### config.mk
export PLATFORM = sky130hd
export DESIGN_NAME = enc_bin2onehot_pipe
export DESIGN_NICKNAME = d
export VERILOG_FILES = /design/src/rtl/enc_bin2onehot_pipe.sv
export SDC_FILE = /design/constraint.sdc
export NUM_CORES = 1
export LEC_CHECK = 0
export CORE_MARGIN = 3
export CORE_UTILIZATION = 40
export CTS_CLUSTER_SIZE = 10
export DETAILED_ROUTE_END_ITERATION = 10
export DONT_BUFFER_PORTS = 1
export GPL_TIMING_DRIVEN = 0
export MAX_ROUTING_LAYER = met4
export SLEW_MARGIN = 20
export SYNTH_ARGS = -nofsm -noshare
export SYNTH_HDL_FRONTEND = slang
export SYNTH_SLANG_ARGS = --single-unit
export TNS_END_PERCENT = 10
### constraint.sdc
create_clock -name clk -period 2.09 [get_ports clk]
set_clock_uncertainty 0.1 [all_clocks]
set_input_delay 0.5225 -clock clk [delete_from_list [all_inputs] [get_ports clk]]
set_output_delay 0.5225 -clock clk [all_outputs]
set_load 0.1 [all_outputs]
### src/rtl/enc_bin2onehot_pipe.sv
// Registered binary-to-one-hot encoder with valid/ready on both sides.
// A two-entry buffer (head + skid) sustains one beat per cycle under backpressure
// while keeping in_ready a pure register output.
// Optional macro ENC_ERR_CNT_EN adds an 8-bit saturating out-of-range beat counter (err_cnt).
module enc_bin2onehot_pipe #(
    parameter int unsigned IN_W  = 4,
    parameter int unsigned OUT_N = 15
) (
    input  logic             clk,
    input  logic             rst,
    input  logic             in_valid,
    output logic             in_ready,
    input  logic [IN_W-1:0]  in,
    output logic             out_valid,
    input  logic             out_ready,
    output logic [OUT_N-1:0] out,
    output logic             out_err,
    output logic             err_sticky,
    input  logic             err_clr
`ifdef ENC_ERR_CNT_EN
    ,
    output logic [7:0]       err_cnt
`endif
);

    // One wider than the index so OUT_N == 2^IN_W is representable; then no index is out of range.
    localparam logic [IN_W:0] OutLimit = (IN_W + 1)'(OUT_N);

    typedef enum logic [1:0] {
        StEmpty,
        StOne,
        StFull
    } state_e;

    state_e           state_q, state_d;
    logic [OUT_N-1:0] head_out_q, head_out_d;
    logic [OUT_N-1:0] skid_out_q, skid_out_d;
    logic             head_err_q, head_err_d;
    logic             skid_err_q, skid_err_d;
    logic             in_ready_q, in_ready_d;
    logic             sticky_q, sticky_d;

    logic [OUT_N-1:0] enc_out;
    logic             enc_err;
    logic             accept;
    logic             pop;

    assign accept = in_valid & in_ready_q;
    assign pop    = out_ready & (state_q != StEmpty);

    // Encode the incoming index; out-of-range values yield an all-zero vector.
    always_comb begin
        enc_out = '0;
        enc_err = ({1'b0, in} >= OutLimit);
        for (int unsigned i = 0; i < OUT_N; i++) begin
            enc_out[i] = ({1'b0, in} == (IN_W + 1)'(i));
        end
    end

    // Buffer occupancy FSM and head/skid data movement.
    always_comb begin
        state_d    = state_q;
        head_out_d = head_out_q;
        head_err_d = head_err_q;
        skid_out_d = skid_out_q;
        skid_err_d = skid_err_q;
        unique case (state_q)
            StEmpty: begin
                if (accept) begin
                    head_out_d = enc_out;
                    head_err_d = enc_err;
                    state_d    = StOne;
                end
            end
            StOne: begin
                if (accept && pop) begin
                    head_out_d = enc_out;
                    head_err_d = enc_err;
                end else if (accept) begin
                    skid_out_d = enc_out;
                    skid_err_d = enc_err;
                    state_d    = StFull;
                end else if (pop) begin
                    state_d = StEmpty;
                end
            end
            StFull: begin
                // in_ready is low here, so nothing can be accepted.
                if (pop) begin
                    head_out_d = skid_out_q;
                    head_err_d = skid_err_q;
                    state_d    = StOne;
                end
            end
            default: state_d = StEmpty;
        endcase
        in_ready_d = (state_d != StFull);
    end

    // Sticky error: a new out-of-range acceptance outranks a same-cycle clear.
    always_comb begin
        sticky_d = sticky_q;
        if (accept && enc_err) begin
            sticky_d = 1'b1;
        end else if (err_clr) begin
            sticky_d = 1'b0;
        end
    end

    // State and data registers.
    always_ff @(posedge clk or negedge rst) begin
        if (!rst) begin
            state_q    <= StEmpty;
            head_out_q <= '0;
            head_err_q <= 1'b0;
            skid_out_q <= '0;
            skid_err_q <= 1'b0;
            in_ready_q <= 1'b1;
            sticky_q   <= 1'b0;
        end else begin
            state_q    <= state_d;
            head_out_q <= head_out_d;
            head_err_q <= head_err_d;
            skid_out_q <= skid_out_d;
            skid_err_q <= skid_err_d;
            in_ready_q <= in_ready_d;
            sticky_q   <= sticky_d;
        end
    end

    assign in_ready   = in_ready_q;
    assign out_valid  = (state_q != StEmpty);
    assign out        = head_out_q;
    assign out_err    = head_err_q;
    assign err_sticky = sticky_q;

`ifdef ENC_ERR_CNT_EN
    logic [7:0] cnt_q, cnt_d;

    // Saturating count of out-of-range acceptances; a same-cycle clear restarts it at 1.
    always_comb begin
        cnt_d = cnt_q;
        if (accept && enc_err) begin
            if (err_clr) begin
                cnt_d = 8'd1;
            end else if (cnt_q != 8'hff) begin
                cnt_d = cnt_q + 8'd1;
            end
        end else if (err_clr) begin
            cnt_d = 8'd0;
        end
    end

    // Counter register.
    always_ff @(posedge clk or negedge rst) begin
        if (!rst) begin
            cnt_q <= 8'd0;
        end else begin
            cnt_q <= cnt_d;
        end
    end

    assign err_cnt = cnt_q;
`endif

endmodule

# Word-level counts from Yosys, hierarchy flattened
# Index checks and enable logic that the tools add are counted.
[word_totals]
mem_bits_rw = 0
romBits = 0
reg_bits = 36
wordCells = 56
output_inout_bits = 19
memories = 0
latchBits = 0
[classes]
multipliers = 0
n_shift = 0
n_reduce_logical = 9
n_div = 0
bitwise_logic = 3
n_lt_le_gt_ge = 1
n_eq_ne = 20
addsub = 0
mux = 16
[ops]
columns = ["operator", "n"]
rows = [
  ["2-to-1 mux 15 bit", 3],
  ["case mux 15 bit (3 select lines)", 1],
  ["equality test 4 bit, second input constant", 7],
  ["equality test 4 x 3 -> 1 bit, second input constant", 4],
  ["2-to-1 mux 2 bit", 5],
  ["equality test 4 x 2 -> 1 bit, second input constant", 2],
  ["inequality test 2 bit, second input constant", 4],
  ["case mux 2 bit (3 select lines)", 1],
  ["2-to-1 mux 1 bit", 5],
  ["equality test 4 x 1 -> 1 bit, second input constant", 1],
  [">= comparator 4 bit, second input constant", 1],
  ["zero test 4 bit", 1],
  ["AND reduction 4 bit", 1],
  ["nonzero test 2 bit", 2],
  ["case mux 1 bit (3 select lines)", 1],
  ["AND reduction 3 bit", 1],
  ["nonzero test 3 bit", 1],
  ["AND 1 bit", 2],
  ["equality test 2 x 1 -> 1 bit, second input constant", 1],
  ["equality test 2 bit, second input constant", 1],
  ["logical AND 1 bit", 2],
  ["zero test 2 bit", 1],
  ["inverter 1 bit", 1],
]

# Logic depth before layout (Yosys ltp)
[logic_depth]
ltp_word = 7
ltp_mapped = 6
depth_no_buf = 3

# Worst setup path after synthesis
# OpenSTA, ideal clock, no wires.
[synth_path]
path_type = "reg2reg"
startpoint = "register in_ready_q, in the netlist in_ready"
endpoint = "register head_out_q[0], in the netlist out[0]"
path_stages_with_launch = 5
setup_time_ps = 125
slack_ps = -144
path_buffers = 1
synth_period_minus_slack_ps = 2234
t_required_ps = 1865
arrival_ps = 2009
path_cell_list = "dfstp_2 -> nand2_2 -> o31ai_4 -> buf_4 -> mux2_2"
[synth_between]
elab_chain_len = 4
elab_cells_between_ends = 5
classes_between = "2 x eq/ne; 1 x bitwise; 2 x reduce/logical"
[synth_lines]
columns = ["item", "line", "source"]
rows = [
  ["from (decl)", "40", "logic in_ready_q, in_ready_d;"],
  ["from (signal assigned)", "126", "in_ready_q <= in_ready_d;"],
  ["AND 1 bit (*)", "48", "assign accept = in_valid & in_ready_q;"],
  ["logical AND 1 bit", "76", "if (accept && pop) begin"],
  ["inequality test 2 bit (no source line)", "-", ""],
  ["AND reduction 4 bit (no source line) (*)", "-", ""],
  ["to (signal assigned)", "122", "head_out_q <= head_out_d;"],
  ["to (decl)", "36", "logic [OUT_N-1:0] head_out_q, head_out_d;"],
]
# Mark *: on every way between the ends. The rest lies on a longest branch, timed or not.
# A chain may end at the register's enable or synchronous reset.

# Worst setup path in the final report
[layout_path]
startpoint = "register in_ready_q, in the netlist in_ready"
endpoint = "register head_out_q[14], in the netlist out[14]"
# Same word-level chain as after synthesis.

==> impl_metrics.ini <==
[run_status]
status = completed

[synthesis]
ys.flop_type = dfrtp_1
syn_nets = 135
yosysWarnings = 0
yosys.area.top_type = dfrtp_1
yosysUniqueCellTypes = 27
post-synth-top-count-cell = mux2_2
synth_area_leaders = dfrtp_1 (47%), mux2_2 (22%), mux2_4 (7.2%)
yosysTopAreaCellShare_pct = 46.8
synth_edf_count = 0
ys_seq_elements = 36
syn_avg_cell_area_um2 = 14.9
synthCells = 126
ys_async_sr_fraction_pct = 100
synth_area_um2 = 1870
synth_seq_area_share_pct = 48.2
synth_common_cells = mux2_2 (37), dfrtp_1 (35), mux2_4 (9), buf_4 (5)

[sta]
fin_crit_ns = 1.99
hold_viol = 0
setup_tns_ns = 0
timing.hold.ws_ns = 0.242
fin_ws_ns = 0.104
timing.slew.headroom_pct = 39.6
finalCritPeriodShare_pct = 95.0
setup-violations-final = 0
max_freq_mhz = 504
worstMarginPinSlew_ns = 0.906
drv_slew = 0
rsz0062_at_grt = no

[cts]
htreeDepth = 2
clk_pin_slew_worst_paths_ns = 0.07
cts_root_buf = clkbuf_8
numCtsBuffers = 5
clock-sinks = 36
clockBufferDepth = 2
cts_tree = yes
clk_latency_ns = 0.28

[hold_path]
hp-class = in2reg
hp-start = err_clr
hold_path_end = err_sticky$_DFFE_PN0P_
worstHoldPathCells = 1

[setup_path]
arrival_ns = 2.05
cp_top_family = flip-flops
r2r_end = out[14]$_DFFE_PN0P_
reg2reg_depth = 4
cpMaxStageDelayCell = dfstp_4
r2r_setup_slack_ns = 0.10
cp.depth = 4
cp-startpoint = in_ready$_DFF_PN1_
crit_fanout = 10
critPathKind = reg2reg
reg2reg_from = in_ready$_DFF_PN1_
end_kind = flop
worstSetupStartpointType = flop
crit_chain = nand2_4 > o31ai_4 > buf_6 > mux2_2
crit_required_ns = 2.15
critical-path-max-stage-delay_ns = 0.81
crit_buf_inv = 1

[floorplanning]
num_rows = 24
ios = 28
start_util_pct = 42.1
chipWidth_um = 74.4
core_um2 = 4440
die_area_um2 = 5540
die_height_um = 74.4

[detailed_routing]
routedWlPerCell_um = 17.7
drtIter0Drc = 54
first_pass_iters = 4
vias = 1060
final_antenna_net_count = 0
via_per_inst = 5.58
wirelength_um = 3360
drc = 0

[grt]
gr-total-overflow = 0
grtUsageTotal_pct = 14.1
grt_max_degree = 37
grt_antenna_before_repair = 0
grt_pass1_wl_um = 5700
grt_pass1_vias = 1149

[job]
cap_violations = 0

[placement]
gp_congestion = 0.740
placedCellCount = 178
portBuffers = 0
pre_cts_slack_ns = -0.185
hpwl_um = 2280

[power_and_ir_drop]
pwr-share-comb_pct = 23.2
power.internal_w = 0.00137
p_switching_w = 0.000993
p_seq_share_pct = 55.1
pwr_density_cell_nw_per_um2 = 1130
clkPwrFrac_pct = 21.7
max-vdd-ir-drop_uv = 561
leakage_nw = 0.991
swShare_pct = 42.1
power_w = 0.00236

[layout]
antenna_cells = 0
drive_gt1_share_pct = 58.7
nNetsFinal = 146
syn2layout_area_growth_pct = 11.5
instances_no_fill = 190
fillers = 415
## per-layer routing
metal | track usage [%] | wire length, µm | vias to the layer above
met4 | 5.53 | 23 | 0
met2 | 18.9 | 1540 | 27
met1 | 18.4 | 1550 | 543
met3 | 6.35 | 237 | 2
met5 | - | 0 | -
li1 | - | - | 488
## kinds of logic (layout without fill, tap and decap cells)
group / Yosys count / count (layout) / synth area share, %
multiplexers: 49 / 49 / 31.1
flip-flops: 36 / 36 / 48.2
AND/OR/NAND/NOR: 24 / 24 / 12.6
buffers and inverters: 12 / 24 / 5.48
AO/OA/AOI/OAI: 5 / 5 / 2.61
## sequential cells by signal, summed over array words and instances, names as in the netlist
name / cells
skid_err_q: 1
err_sticky: 1
state_q: 2
in_ready: 1
out: 15
skid_out_q: 15
out_err: 1
## repair_timing
| action | 4_1_cts | 5_1_grt |
|---|---|---|
| endpoints found under the hold margin | 36 | 0 |
| pin swaps | 2 | 0 |
| hold buffers | 2 | 0 |
| setup endpoints to repair | 19 | 16 |
| resized for setup | 1 | 1 |
| buffers inserted | 2 | 0 |
## metrics by stage
step	cell area, µm²	utilization, %
3_3_place_gp	1940	43.7
2_1_floorplan	1880	-
5_1_grt	2090	47.0
3_5_place_dp	1940	43.7
4_1_cts	2080	46.8
6_report	2090	47.0
## area by class of cell
| type | count | area, µm² | share of cell area (%) |
|---|---|---|---|
| sequential | 36 | 906 | 43.4 |
| multi-input combinational | 78 | 872 | 41.8 |
| buffer | 9 | 95.1 | 4.56 |
| clock buffer | 6 | 82.6 | 3.96 |
| tap | 52 | 65.1 | 3.12 |
| timing repair buffer | 4 | 45.0 | 2.16 |
| inverter | 3 | 11.3 | 0.540 |
| clock inverter | 2 | 10.0 | 0.480 |
## how the worst max path moves through the flow
stage	to
floorplan	out[0]$_DFFE_PN0P_
global placement	out[5]$_DFFE_PN0P_
detailed placement	out[5]$_DFFE_PN0P_
CTS	out[14]$_DFFE_PN0P_
global route	out[14]$_DFFE_PN0P_
finish	out[14]$_DFFE_PN0P_
## power groups by stage
stage / clock [W] / sequential [W] / combinational, W
after floorplan: 0 / 0.00129 / 0.000460
after global placement: 0 / 0.00131 / 0.000508
after detailed placement: 0 / 0.00132 / 0.000519
after CTS: 0.000531 / 0.00130 / 0.000560
after global routing: 0.000562 / 0.00132 / 0.000592
final: 0.000511 / 0.00130 / 0.000548
## cells in the final DEF (no fill, tap or decap), drive strengths merged
| cell | n |
|---|---|
| nand2b | 1 |
| inv | 3 |
| nor3b | 1 |
| buf | 12 |
| clkbuf | 6 |
| nor2b | 1 |
| mux2 | 46 |
| nand3b | 1 |
| mux2i | 3 |
| o22ai | 2 |
| nor4b | 4 |
| dfstp | 1 |
| or2 | 1 |
| clkinv | 2 |
| nor4 | 1 |
| nand4b | 1 |
| and4bb | 4 |
| nand2 | 2 |
| a21o | 1 |
| and4b | 4 |
| o21a | 1 |
| dfrtp | 35 |
| nor4bb | 2 |
| o31ai | 1 |
| dlygate4sd3 | 1 |
| nand4 | 1 |
No activity file was read; power rests on OpenSTA's default activity.
